<file path="config.mk">
export PLATFORM = sky130hd
export DESIGN_NAME = kbd_joystick_map
export DESIGN_NICKNAME = d
export VERILOG_FILES = /design/src/rtl/kbd_map_pkg.sv /design/src/rtl/kbd_scan_decoder.sv /design/src/rtl/kbd_joystick_map.sv
export SDC_FILE = /design/constraint.sdc
export NUM_CORES = 1
export LEC_CHECK = 0
export CORE_MARGIN = 2
export CORE_UTILIZATION = 25
export DETAILED_ROUTE_END_ITERATION = 16
export SLEW_MARGIN = 20
export SYNTH_ARGS = -nofsm -noshare
export SYNTH_HDL_FRONTEND = slang
export SYNTH_SLANG_ARGS = --single-unit
export TNS_END_PERCENT = 5
</file>
<file path="constraint.sdc">
create_clock -name clk -period 3.8 [get_ports clk]
set_clock_uncertainty 0.2 [all_clocks]
set_input_delay 0.76 -clock clk [delete_from_list [all_inputs] [get_ports clk]]
set_output_delay 0.76 -clock clk [all_outputs]
set_load 0.1 [all_outputs]
</file>
<file path="src/rtl/kbd_map_pkg.sv">
// Shared types and constants for the PS/2 set-2 keyboard to joystick mapper:
// decoder states, joystick bit positions, prefix scan codes and the key table.
package kbd_map_pkg;

    typedef enum logic [2:0] {
        ST_IDLE,
        ST_EXT,
        ST_BRK,
        ST_EXTBRK,
        ST_SKIP
    } dec_state_e;

    localparam int FIRE1 = 0;
    localparam int FIRE2 = 1;
    localparam int START = 2;
    localparam int COIN  = 3;
    localparam int UP    = 4;
    localparam int DOWN  = 5;
    localparam int LEFT  = 6;
    localparam int RIGHT = 7;

    localparam logic [7:0] SC_EXT   = 8'hE0;
    localparam logic [7:0] SC_BRK   = 8'hF0;
    localparam logic [7:0] SC_PAUSE = 8'hE1;

    // Bytes still to swallow after the E1 that opens the Pause sequence
    localparam logic [2:0] PAUSE_SKIP = 3'd7;

    // Entry [player][bit] = {extended, code}, ordered by joystick bit index
    localparam logic [8:0] KEY_TABLE [2][8] = '{
        '{9'h029, 9'h011, 9'h016, 9'h02E, 9'h175, 9'h172, 9'h16B, 9'h174},
        '{9'h01C, 9'h01B, 9'h01E, 9'h036, 9'h02D, 9'h02B, 9'h023, 9'h034}
    };

endpackage

</file>
<file path="src/rtl/kbd_scan_decoder.sv">
// Scan-code prefix decoder: turns the byte stream into one-cycle make/break
// events, skips the Pause sequence and abandons stale prefixes after a timeout.
module kbd_scan_decoder
    import kbd_map_pkg::*;
#(
    parameter int PREFIX_TIMEOUT = 65536
) (
    input  logic       clk,
    input  logic       reset,
    input  logic [7:0] data_i,
    input  logic       valid_i,
    input  logic       flush_i,
    output logic       evt_valid_o,
    output logic       evt_break_o,
    output logic       evt_ext_o,
    output logic [7:0] evt_code_o
);

    localparam int TW = (PREFIX_TIMEOUT > 2) ? $clog2(PREFIX_TIMEOUT) : 1;
    localparam logic [TW-1:0] TMO_LAST = TW'(PREFIX_TIMEOUT - 1);

    dec_state_e    state_q, state_d;
    logic [2:0]    skip_q, skip_d;
    logic [TW-1:0] tmo_q, tmo_d;

    always_ff @(posedge clk or posedge reset) begin
        if (reset) begin
            state_q <= ST_IDLE;
            skip_q  <= '0;
            tmo_q   <= '0;
        end else begin
            state_q <= state_d;
            skip_q  <= skip_d;
            tmo_q   <= tmo_d;
        end
    end

    // Events are combinational so the held register sees them on the strobe edge
    always_comb begin
        state_d     = state_q;
        skip_d      = skip_q;
        tmo_d       = '0;
        evt_valid_o = 1'b0;
        evt_break_o = 1'b0;
        evt_ext_o   = 1'b0;
        evt_code_o  = data_i;
        if (flush_i) begin
            state_d = ST_IDLE;
            skip_d  = '0;
        end else if (valid_i) begin
            case (state_q)
                ST_IDLE: begin
                    if (data_i == SC_EXT) begin
                        state_d = ST_EXT;
                    end else if (data_i == SC_BRK) begin
                        state_d = ST_BRK;
                    end else if (data_i == SC_PAUSE) begin
                        state_d = ST_SKIP;
                        skip_d  = PAUSE_SKIP;
                    end else begin
                        evt_valid_o = 1'b1;
                    end
                end
                ST_EXT: begin
                    if (data_i == SC_BRK) begin
                        state_d = ST_EXTBRK;
                    end else if (data_i != SC_EXT) begin
                        evt_valid_o = 1'b1;
                        evt_ext_o   = 1'b1;
                        state_d     = ST_IDLE;
                    end
                end
                ST_BRK: begin
                    evt_valid_o = 1'b1;
                    evt_break_o = 1'b1;
                    state_d     = ST_IDLE;
                end
                ST_EXTBRK: begin
                    evt_valid_o = 1'b1;
                    evt_break_o = 1'b1;
                    evt_ext_o   = 1'b1;
                    state_d     = ST_IDLE;
                end
                ST_SKIP: begin
                    skip_d = skip_q - 3'd1;
                    if (skip_q <= 3'd1) begin
                        skip_d  = '0;
                        state_d = ST_IDLE;
                    end
                end
                default: state_d = ST_IDLE;
            endcase
        end else if (state_q != ST_IDLE) begin
            if (tmo_q == TMO_LAST) begin
                state_d = ST_IDLE;
                skip_d  = '0;
            end else begin
                tmo_d = tmo_q + 1'b1;
            end
        end
    end

endmodule

</file>
<file path="src/rtl/kbd_joystick_map.sv">
// PS/2 keyboard to per-player joystick words with SOCD neutralisation and flush.
// Optional autofire on fire1 is enabled by defining KBD_AUTOFIRE_EN.
module kbd_joystick_map
    import kbd_map_pkg::*;
#(
    parameter int PLAYERS        = 2,
    parameter int PREFIX_TIMEOUT = 65536,
    parameter int AF_HALF        = 400000
) (
    input  logic                   clk,
    input  logic                   reset,
    input  logic [7:0]             kbd_data,
    input  logic                   kbd_valid,
    input  logic                   flush,
    input  logic [PLAYERS-1:0]     af_on,
    output logic [8*PLAYERS-1:0]   joy
);

    logic       evtValid, evtBreak, evtExt;
    logic [7:0] evtCode;

    logic [8*PLAYERS-1:0] held_q, held_d;
    logic [8*PLAYERS-1:0] joy_q, joy_d;
    logic [7:0]           word;

    kbd_scan_decoder #(
        .PREFIX_TIMEOUT(PREFIX_TIMEOUT)
    ) u_decoder (
        .clk         (clk),
        .reset       (reset),
        .data_i      (kbd_data),
        .valid_i     (kbd_valid),
        .flush_i     (flush),
        .evt_valid_o (evtValid),
        .evt_break_o (evtBreak),
        .evt_ext_o   (evtExt),
        .evt_code_o  (evtCode)
    );

`ifdef KBD_AUTOFIRE_EN
    localparam int AW = (AF_HALF > 2) ? $clog2(AF_HALF) : 1;

    logic [AW-1:0] afCnt_q;
    logic          afPhase_q;

    always_ff @(posedge clk or posedge reset) begin
        if (reset) begin
            afCnt_q   <= '0;
            afPhase_q <= 1'b0;
        end else if (afCnt_q == AW'(AF_HALF - 1)) begin
            afCnt_q   <= '0;
            afPhase_q <= ~afPhase_q;
        end else begin
            afCnt_q   <= afCnt_q + 1'b1;
        end
    end
`else
    logic afUnused;
    assign afUnused = ^af_on;
`endif

    always_comb begin
        held_d = held_q;
        if (flush) begin
            held_d = '0;
        end else if (evtValid) begin
            for (int p = 0; p < PLAYERS; p++) begin
                for (int b = 0; b < 8; b++) begin
                    if ({evtExt, evtCode} == KEY_TABLE[p][b]) begin
                        held_d[8*p+b] = ~evtBreak;
                    end
                end
            end
        end
    end

    // Raw held bits stay intact; opposing pairs are only masked on the way out
    always_comb begin
        joy_d = '0;
        word  = '0;
        for (int p = 0; p < PLAYERS; p++) begin
            word = held_d[8*p +: 8];
            if (word[UP] && word[DOWN]) begin
                word[UP]   = 1'b0;
                word[DOWN] = 1'b0;
            end
            if (word[LEFT] && word[RIGHT]) begin
                word[LEFT]  = 1'b0;
                word[RIGHT] = 1'b0;
            end
`ifdef KBD_AUTOFIRE_EN
            if (af_on[p]) begin
                word[FIRE1] = word[FIRE1] & afPhase_q;
            end
`endif
            joy_d[8*p +: 8] = word;
        end
    end

    always_ff @(posedge clk or posedge reset) begin
        if (reset) begin
            held_q <= '0;
            joy_q  <= '0;
        end else begin
            held_q <= held_d;
            joy_q  <= joy_d;
        end
    end

    assign joy = joy_q;

endmodule

</file>
==> results.sh, run 1 <==
export IMPL_hold_class="register to register"
export IMPL_cp_slowest_cell="or3_1"
export IMPL_htree_levels=2
export IMPL_rsz0062_at_grt="no"
export IMPL_wl_per_cell_microns=13.7
export IMPL_cts_setup_buffers=0
export IMPL_ys_types=48
export IMPL_synth_fp_nets=302
export IMPL_drt_iter0_drc=180
export IMPL_cts_buffers_inserted=5
export IMPL_rows=37
export IMPL_hold_depth=1
export IMPL_nets=315
export IMPL_postRouteAntennaNets=0
export IMPL_r2r_cells=5
export IMPL_max_freq_mhz=339
export IMPL_synth_area_sq_um=2640
export IMPL_place_congestion=0.796
export IMPL_port_buffers=27
export IMPL_fin_ws_ns=0.851
export IMPL_initial_core_util_pct=25.6
export IMPL_arrival_ns=2.93
export IMPL_path_buf_inv=1
export IMPL_dieArea_sq_um=11400
export IMPL_cts_path_max_buffers=2
export IMPL_synth_seq_cells=46
export IMPL_clock_latency_ns=0.30
export IMPL_cts_root_buf="clkbuf_8"
export IMPL_grt_use_total_pct=10.9
export IMPL_coreArea_sq_um=10300
export IMPL_setup_tns_ns=0
export IMPL_cts_resized_gates=0
export IMPL_crit_chain="clkdlybuf4s50_1, or3b_1, or3_1, nor4_1, mux2i_1, nor2_1"
export IMPL_r2r_end="joy[2]"
export IMPL_drc=0
export IMPL_io_pins=30
export IMPL_hpwl_microns=4210
export IMPL_worstPathRequired_ns=3.78
export IMPL_grt_max_degree=47
export IMPL_via_per_inst=4.87
export IMPL_pwr_density_cell_nw_per_um2=309
export IMPL_end_kind="register"
export IMPL_die_w_microns=107
export IMPL_start_kind="primary input"
export IMPL_vias=2124
export IMPL_tightestPinTransition_ns=1.00
export IMPL_syn_inst=286
export IMPL_path_delay_family="simple AND/OR/NAND/NOR gates"
export IMPL_p_leak_nw=1.16
export IMPL_die_y_microns=107
export IMPL_hold_start="u_decoder.tmo_q[0]"
export IMPL_report_final_slew_viol_count=0
export IMPL_synth_edf_count=0
export IMPL_critPathMaxStageDelay_ns=0.57
export IMPL_grt_pass1_wl_microns=10100
export IMPL_status="finished clean"
export IMPL_path_clk_slew_ns=0.10
export IMPL_post_place_ws_ns=0.529
export IMPL_ir_drop_uv=132
export IMPL_drt_total_wl_microns=5960
export IMPL_synthFlopType="dfrtp_1"
export IMPL_grt_overflow_total=0
export IMPL_async_flop_share_pct=100
export IMPL_area_growth_pct=17.2
export IMPL_cts_hold_buf=0
export IMPL_numClockSinks=46
export IMPL_grt_antenna_before_repair=0
export IMPL_fin_crit_sh_pct=77.6
export IMPL_ys_warn_count=0
export IMPL_grt_pass1_vias=2108
export IMPL_min_period_ns=2.95
export IMPL_relSlewSlack_pct=33.0
export IMPL_layout_drive_gt1_share_pct=7.67
export IMPL_min_to="u_decoder.tmo_q[0]"
export IMPL_drv_cap=0
export IMPL_n_fill_cell=1076
export IMPL_cts_tree="built"
export IMPL_crit_fanout=12
export IMPL_syn_avg_cell_area_sq_um=9.21
export IMPL_n_antenna_cell=0
export IMPL_rr_startpoint="u_decoder.state_q[2]"
export IMPL_finalHoldViolCount=0
export IMPL_critPathKind="primary input to register"
export IMPL_reg2reg_slack_ns=1.19
export IMPL_setup_viol=0
export IMPL_seq_area_frac_synth_pct=43.7
export IMPL_first_pass_iters=5
metal layers:
metal / vias up / share of wire (%) / track usage (%)
met5: - / 0 / 0
met4: 0 / 2.4 / 4.27
met3: 12 / 4.8 / 2.55
met2: 57 / 46 / 17.2
met1: 1011 / 47 / 14.4
li1: 1044 / - / -
power by group:
part | switching, W | leakage [nW] | internal (W)
sequential | 0.00000265 | 0.641 | 0.000492
combinational | 0.0000557 | 0.470 | 0.0000283
clock | 0.000180 | 0.0504 | 0.000196
total | 0.000239 | 1.16 | 0.000716
cell usage after synthesis (3+ instances only):
| master | n | share of area (%) |
|---|---|---|
| dfrtp_1 | 46 | 44 |
| nor2_1 | 33 | 4.7 |
| nand2_1 | 22 | 3.1 |
| mux2i_1 | 16 | 6.1 |
| nand3_1 | 13 | 2.5 |
| clkbuf_1 | 11 | 1.6 |
| inv_1 | 11 | 1.6 |
| o21ai_0 | 11 | 2.1 |
| nor3_1 | 9 | 1.7 |
| buf_4 | 8 | 2.3 |
| or3_1 | 7 | 1.7 |
| xor2_1 | 7 | 2.3 |
| nor4_1 | 6 | 1.4 |
| nand3b_1 | 5 | 1.4 |
| nor2b_1 | 5 | 1.2 |
| nor3_2 | 5 | 1.9 |
| o31ai_1 | 5 | 1.4 |
| xnor2_1 | 5 | 1.7 |
| a31oi_1 | 4 | 0.95 |
| a32oi_1 | 4 | 1.3 |
| and3_1 | 4 | 0.95 |
| buf_2 | 4 | 0.76 |
| nand4_1 | 4 | 0.95 |
| o211ai_1 | 4 | 1.1 |
| a21oi_1 | 3 | 0.57 |
| and4_1 | 3 | 1.0 |
| nand2b_1 | 3 | 0.71 |
final cells by class:
cell class,instances,area (sq um),area share (%)
clock buffers,5,68.8,2.23
clock inverters,3,45.0,1.46
inverters,11,42.5,1.38
multi-input cells,205,1320,42.7
flip-flops and latches,46,1150,37.3
well taps,136,170,5.51
repair buffers,30,293,9.48
cell families (layout without fill, tap and decap cells):
group,after synthesis,after routing,synth area share [%]
adder cells (fa/ha/maj),2,2,0.950
AND/OR/NAND/NOR,131,131,27.4
multiplexers,16,16,6.08
buffers and inverters,35,49,6.32
XOR/XNOR,12,12,3.99
AO/OA/AOI/OAI,44,44,11.6
flip-flops,46,46,43.7
how the worst max path moves through the flow:
stage	to	slack, ns	cells after the start	start
2_1_floorplan	joy[15]	1.25	7	kbd_data[1]
3_3_place_gp	joy[2]	0.51	6	kbd_valid
3_5_place_dp	joy[2]	0.53	6	kbd_valid
4_1_cts	joy[2]	0.85	6	kbd_valid
5_1_grt	joy[2]	0.72	6	kbd_valid
6_report	joy[2]	0.85	6	kbd_valid
flip-flops by register name, indices dropped and copies added (netlist names):
| register | count |
|---|---|
| u_decoder.skip_q | 3 |
| u_decoder.tmo_q | 16 |
| held_q | 8 |
| joy | 16 |
| u_decoder.state_q | 3 |
layout by cell type, fill, tap and decap left out, types with 4 or more instances in the layout:
cell type | netlist | layout
nand3_1 | 13 | 13
nand2_1 | 22 | 22
nor2b_1 | 5 | 5
xor2_1 | 7 | 7
o21ai_0 | 11 | 11
and3_1 | 4 | 4
nand4_1 | 4 | 4
a32oi_1 | 4 | 4
nor4_1 | 6 | 6
inv_1 | 11 | 10
xnor2_1 | 5 | 5
or3_1 | 7 | 7
o31ai_1 | 5 | 5
dfrtp_1 | 46 | 46
nand3b_1 | 5 | 5
a31oi_1 | 4 | 4
nor2_1 | 33 | 33
clkdlybuf4s50_1 | 0 | 27
clkbuf_8 | 0 | 5
mux2i_1 | 16 | 16
nor3_1 | 9 | 9
nor3_2 | 5 | 5
o211ai_1 | 4 | 4
through the flow:
step	cell area (sq um)	utilization, %	std cells	hold slack, ns	power (W)
6_report	3090	30.0	436	0.319	0.000955
5_1_grt	3090	30.0	436	0.365	0.000994
4_1_cts	3090	30.0	436	0.320	0.000966
3_5_place_dp	2970	28.9	428	0.306	0.000588
3_3_place_gp	2970	28.9	428	0.303	0.000587
2_1_floorplan	2640	-	286	0.275	0.000557
Power figures use the tool's default switching activity.
==> run 2: changes to the inputs <==
==> constraint.sdc (replaced) <==
create_clock -name clk -period 2.8 [get_ports clk]
set_clock_uncertainty 0.2 [all_clocks]
set_input_delay 0.56 -clock clk [delete_from_list [all_inputs] [get_ports clk]]
set_output_delay 0.56 -clock clk [all_outputs]
set_load 0.1 [all_outputs]
==> results.sh, run 2 (synthesis gave the netlist of run 1 again) <==
export IMPL_status="finished clean"
export IMPL_postRouteAntennaNets=0
export IMPL_hpwl_microns=4650
export IMPL_min_period_ns=2.62
export IMPL_grt_pass1_wl_microns=10900
export IMPL_io_pins=30
export IMPL_pwr_density_cell_nw_per_um2=408
export IMPL_relSlewSlack_pct=71.5
export IMPL_rr_startpoint="u_decoder.state_q[2]"
export IMPL_fin_crit_sh_pct=93.7
export IMPL_rows=37
export IMPL_setup_viol=0
export IMPL_ir_drop_uv=175
export IMPL_die_y_microns=107
export IMPL_end_kind="register"
export IMPL_multi_input_area_sq_um=1320
export IMPL_area_growth_pct=22.2
export IMPL_hold_start="u_decoder.tmo_q[0]"
export IMPL_arrival_ns=2.63
export IMPL_hold_class="register to register"
export IMPL_dp_cells=451
export IMPL_n_antenna_cell=0
export IMPL_combPwrFrac_pct=10.1
export IMPL_r2r_cells=6
export IMPL_min_to="u_decoder.tmo_q[0]"
export IMPL_grt_use_total_pct=11.8
export IMPL_drt_total_wl_microns=6260
export IMPL_vias=2188
export IMPL_reg2reg_slack_ns=0.51
export IMPL_worstPathRequired_ns=2.81
export IMPL_grt_pass1_vias=2282
export IMPL_fin_area_sq_um=3220
export IMPL_cts_setup_buffers=0
export IMPL_die_w_microns=107
export IMPL_p_sw_share_pct=25.0
export IMPL_initial_core_util_pct=25.6
export IMPL_final_cells=459
export IMPL_dieArea_sq_um=11400
export IMPL_pwr_share_seq_pct=51.1
export IMPL_p_clk_share_pct=38.8
export IMPL_report_final_slew_viol_count=0
export IMPL_place_congestion=0.811
export IMPL_rsz0062_at_grt="no"
export IMPL_p_leak_nw=1.30
export IMPL_internal_power_w=0.000986
export IMPL_critPathKind="primary input to register"
export IMPL_cts_tree="built"
export IMPL_finalHoldViolCount=0
export IMPL_port_buffers=27
export IMPL_clock_latency_ns=0.31
export IMPL_post_route_util_pct=31.3
export IMPL_p_switching_w=0.000328
export IMPL_grt_max_degree=18
export IMPL_htree_levels=2
export IMPL_drt_iter0_drc=135
export IMPL_layout_drive_gt1_share_pct=19.2
export IMPL_drv_cap=0
export IMPL_nets=338
export IMPL_grt_antenna_before_repair=0
export IMPL_cts_root_buf="clkbuf_8"
export IMPL_layout_common_cells="dfrtp_1, buf_4, nor2_1"
export IMPL_cts_path_max_buffers=2
export IMPL_crit_fanout=6
export IMPL_regArea_sq_um=1150
export IMPL_hold_depth=1
export IMPL_dpl_cell_area_sq_um=3110
export IMPL_start_kind="primary input"
export IMPL_coreArea_sq_um=10300
export IMPL_cts_resized_gates=0
export IMPL_first_pass_iters=4
export IMPL_path_clk_slew_ns=0.09
export IMPL_cts_buffers_inserted=5
export IMPL_max_freq_mhz=381
export IMPL_n_fill_cell=1082
export IMPL_via_per_inst=4.77
export IMPL_wl_per_cell_microns=13.6
export IMPL_cts_hold_buf=0
export IMPL_tightestPinTransition_ns=0.426
export IMPL_grt_overflow_total=0
export IMPL_drc=0
export IMPL_r2r_end="joy[7]"
export IMPL_numClockSinks=46
export IMPL_layout_commonest_cell="dfrtp_1"
==> run 2: cell count changes in the layout (fill, tap and decap cells not counted) <==
| cell | delta |
|---|---|
| clkinv_2 | -1 |
| buf_4 | +39 |
| inv_2 | +1 |
| clkdlybuf4s50_1 | -16 |
==> run 2: worst max-delay path: stages <==
cell,delay [ns]
clkdlybuf4s50_1,0.49
or3b_1,0.47
buf_4,0.19
nor4_1,0.35
mux2i_1,0.28
nor2_1,0.07
nor3_1,0.22
==> run 2: layout make-up <==
class	instances	area share, %
clock buffer	5	2.14
clock inverter	3	1.40
inverter	11	1.28
multi-input combinational	205	40.9
sequential	46	35.8
tap	136	5.29
timing repair buffer	53	13.2
==> run 2: worst max-delay path by stage <==
stage | from | endpoint | slack [ns]
3_5_place_dp | kbd_valid | joy[10] | -0.12
6_report | kbd_valid | joy[7] | 0.18
5_1_grt | kbd_valid | joy[2] | 0.08
2_1_floorplan | kbd_data[1] | joy[15] | 0.45
3_3_place_gp | kbd_valid | joy[9] | -0.12
4_1_cts | kbd_valid | joy[2] | 0.16
==> run 2: through the flow <==
stage                     setup TNS [ns]  power (W)  setup slack (ns)  hold slack, ns
after CTS                              0    0.00133             0.164           0.321
final                                  0    0.00131             0.176           0.322
after detailed placement           -1.45   0.000817            -0.124           0.307
after global routing                   0    0.00137            0.0816           0.355
after global placement             -1.12   0.000815            -0.117           0.303
after floorplan                        0   0.000756             0.445           0.275
==> run 2: layer usage <==
metal / up-vias / share of wire [%] / track usage (%)
met5: - / 0 / 0
met1: 1044 / 45 / 14.8
li1: 1090 / - / -
met2: 43 / 49 / 20.2
met4: 0 / 2.0 / 4.73
met3: 11 / 3.7 / 2.07
==> run 2: power groups by stage <==
stage | combinational [W] | clock (W) | sequential (W)
6_report | 0.000133 | 0.000510 | 0.000671
5_1_grt | 0.000148 | 0.000554 | 0.000672
4_1_cts | 0.000134 | 0.000528 | 0.000671
3_5_place_dp | 0.000133 | 0 | 0.000684
3_3_place_gp | 0.000131 | 0 | 0.000684
2_1_floorplan | 0.0000718 | 0 | 0.000684
==> run 3: changes to the inputs <==
==> constraint.sdc (replaced) <==
create_clock -name clk -period 2.69 [get_ports clk]
set_clock_uncertainty 0.2 [all_clocks]
set_input_delay 0.538 -clock clk [delete_from_list [all_inputs] [get_ports clk]]
set_output_delay 0.538 -clock clk [all_outputs]
set_load 0.1 [all_outputs]
==> results.sh, run 3 (synthesis gave the netlist of run 1 again) <==
export IMPL_status="finished clean"
export IMPL_hold_depth=1
export IMPL_reg2reg_slack_ns=0.45
export IMPL_layout_commonest_cell="buf_4"
export IMPL_r2r_cells=5
export IMPL_n_antenna_cell=0
export IMPL_finalHoldViolCount=0
export IMPL_nets=344
export IMPL_fin_hold_ws_ns=0.311
export IMPL_start_kind="primary input"
export IMPL_dieArea_sq_um=11400
export IMPL_min_period_ns=2.54
export IMPL_grt_antenna_before_repair=0
export IMPL_die_y_microns=107
export IMPL_report_final_slew_viol_count=0
export IMPL_io_pins=30
export IMPL_wl_per_cell_microns=13.6
export IMPL_cts_path_max_buffers=2
export IMPL_grt_use_total_pct=11.6
export IMPL_vias=2210
export IMPL_coreArea_sq_um=10300
export IMPL_rows=37
export IMPL_grt_pass1_vias=2215
export IMPL_tightestPinTransition_ns=0.456
export IMPL_startpoint="kbd_valid"
export IMPL_grt_overflow_total=0
export IMPL_post_place_ws_ns=-0.191
export IMPL_relSlewSlack_pct=69.5
export IMPL_end_kind="register"
export IMPL_setup_viol=0
export IMPL_dpl_cell_area_sq_um=3150
export IMPL_layout_drive_gt1_share_pct=20.7
export IMPL_cts_root_buf="clkbuf_8"
export IMPL_cp_slowest_cell="or4b_4"
export IMPL_place_congestion=0.826
export IMPL_drv_cap=0
export IMPL_p_leak_nw=1.32
export IMPL_crit_fanout=5
export IMPL_hpwl_microns=4820
export IMPL_ir_drop_uv=217
export IMPL_rsz0062_at_grt="no"
export IMPL_max_freq_mhz=393
export IMPL_layout_common_cells="buf_4, dfrtp_1, nor2_1"
export IMPL_critPathKind="primary input to register"
export IMPL_area_growth_pct=23.1
export IMPL_clock_latency_ns=0.30
export IMPL_cts_buffers_inserted=5
export IMPL_r2r_end="joy[10]"
export IMPL_via_per_inst=4.75
export IMPL_n_fill_cell=1110
export IMPL_fin_area_sq_um=3240
export IMPL_cts_setup_buffers=0
export IMPL_port_buffers=27
export IMPL_crit_chain="clkdlybuf4s50_1, or3b_1, or4b_4, nor3_2, mux2i_1, nor2_1"
export IMPL_die_w_microns=107
export IMPL_drt_total_wl_microns=6310
export IMPL_critPathCapture="joy[10]"
export IMPL_fin_ws_ns=0.148
export IMPL_first_pass_iters=4
export IMPL_htree_levels=2
export IMPL_grt_util_met3_pct=2.19
export IMPL_rr_startpoint="u_decoder.state_q[2]"
export IMPL_path_clk_slew_ns=0.09
export IMPL_cts_resized_gates=0
export IMPL_cts_tree="built"
export IMPL_grt_max_degree=21
export IMPL_grt_pass1_wl_microns=10700
export IMPL_power_w=0.00128
export IMPL_worstPathRequired_ns=2.68
export IMPL_hold_class="register to register"
export IMPL_top_usage_layer="met2"
export IMPL_met1_usage_pct=14.9
export IMPL_cts_hold_buf=0
export IMPL_numClockSinks=46
export IMPL_drc=0
export IMPL_critPathMaxStageDelay_ns=0.60
export IMPL_arrival_ns=2.53
export IMPL_postRouteAntennaNets=0
export IMPL_drt_iter0_drc=114
export IMPL_fin_crit_sh_pct=94.5
export IMPL_pwr_density_cell_nw_per_um2=395
export IMPL_initial_core_util_pct=25.6
export IMPL_use_met2_pct=19.7
## run 3: cell count changes in the layout (fill, tap and decap cells not counted), sizes merged
cell,delta
buf,+6
bufinv,-1
clkinv,+1
clkinvlp,-1
inv,+1
## run 3: worst max-delay path, delay by kind of cell
kind          cells  cell delay [ns]
simple gates      4             1.31
buf+inv           1             0.47
mux               1             0.21
## run 3: worst min-delay path by stage
| stage | to | startpoint |
|---|---|---|
| after global routing | u_decoder.tmo_q[4] | reset |
| after floorplan | joy[13] | held_q[12] |
| after global placement | u_decoder.tmo_q[0] | u_decoder.tmo_q[0] |
| after CTS | u_decoder.tmo_q[0] | u_decoder.tmo_q[0] |
| after detailed placement | u_decoder.tmo_q[0] | u_decoder.tmo_q[0] |
| final | u_decoder.tmo_q[0] | u_decoder.tmo_q[0] |
## run 3: cell type report
| type | count | area (sq um) | share of cell area, % |
|---|---|---|---|
| inverter | 11 | 41.3 | 1.27 |
| timing repair buffer | 59 | 470 | 14.5 |
| multi-input combinational | 205 | 1320 | 40.6 |
| clock inverter | 3 | 25.0 | 0.771 |
| sequential | 46 | 1150 | 35.5 |
| clock buffer | 5 | 68.8 | 2.12 |
| tap | 136 | 170 | 5.24 |
## run 3: layer usage
| layer | share of wire (%) | wire (microns) | vias up |
|---|---|---|---|
| met4 | 1.3 | 84 | 0 |
| met5 | 0 | 0 | - |
| met3 | 4.0 | 253 | 6 |
| met1 | 45 | 2870 | 1056 |
| met2 | 49 | 3110 | 48 |
| li1 | - | - | 1100 |
## run 3: where the power goes
group | total (W) | leakage (nW) | switching (W) | internal, W
Clock | 0.000443 | 0.0447 | 0.000255 | 0.000188
Sequential | 0.000699 | 0.641 | 0.00000352 | 0.000695
Combinational | 0.000141 | 0.639 | 0.0000829 | 0.0000579
Total | 0.00128 | 1.32 | 0.000342 | 0.000941
## run 3: metrics by stage
stage               TNS, ns  instances  utilization [%]
floorplan                 0        286                -
global placement      -2.13        457             30.7
detailed placement    -2.21        457             30.7
CTS                       0        465             31.6
global route              0        465             31.6
finish                    0        465             31.6
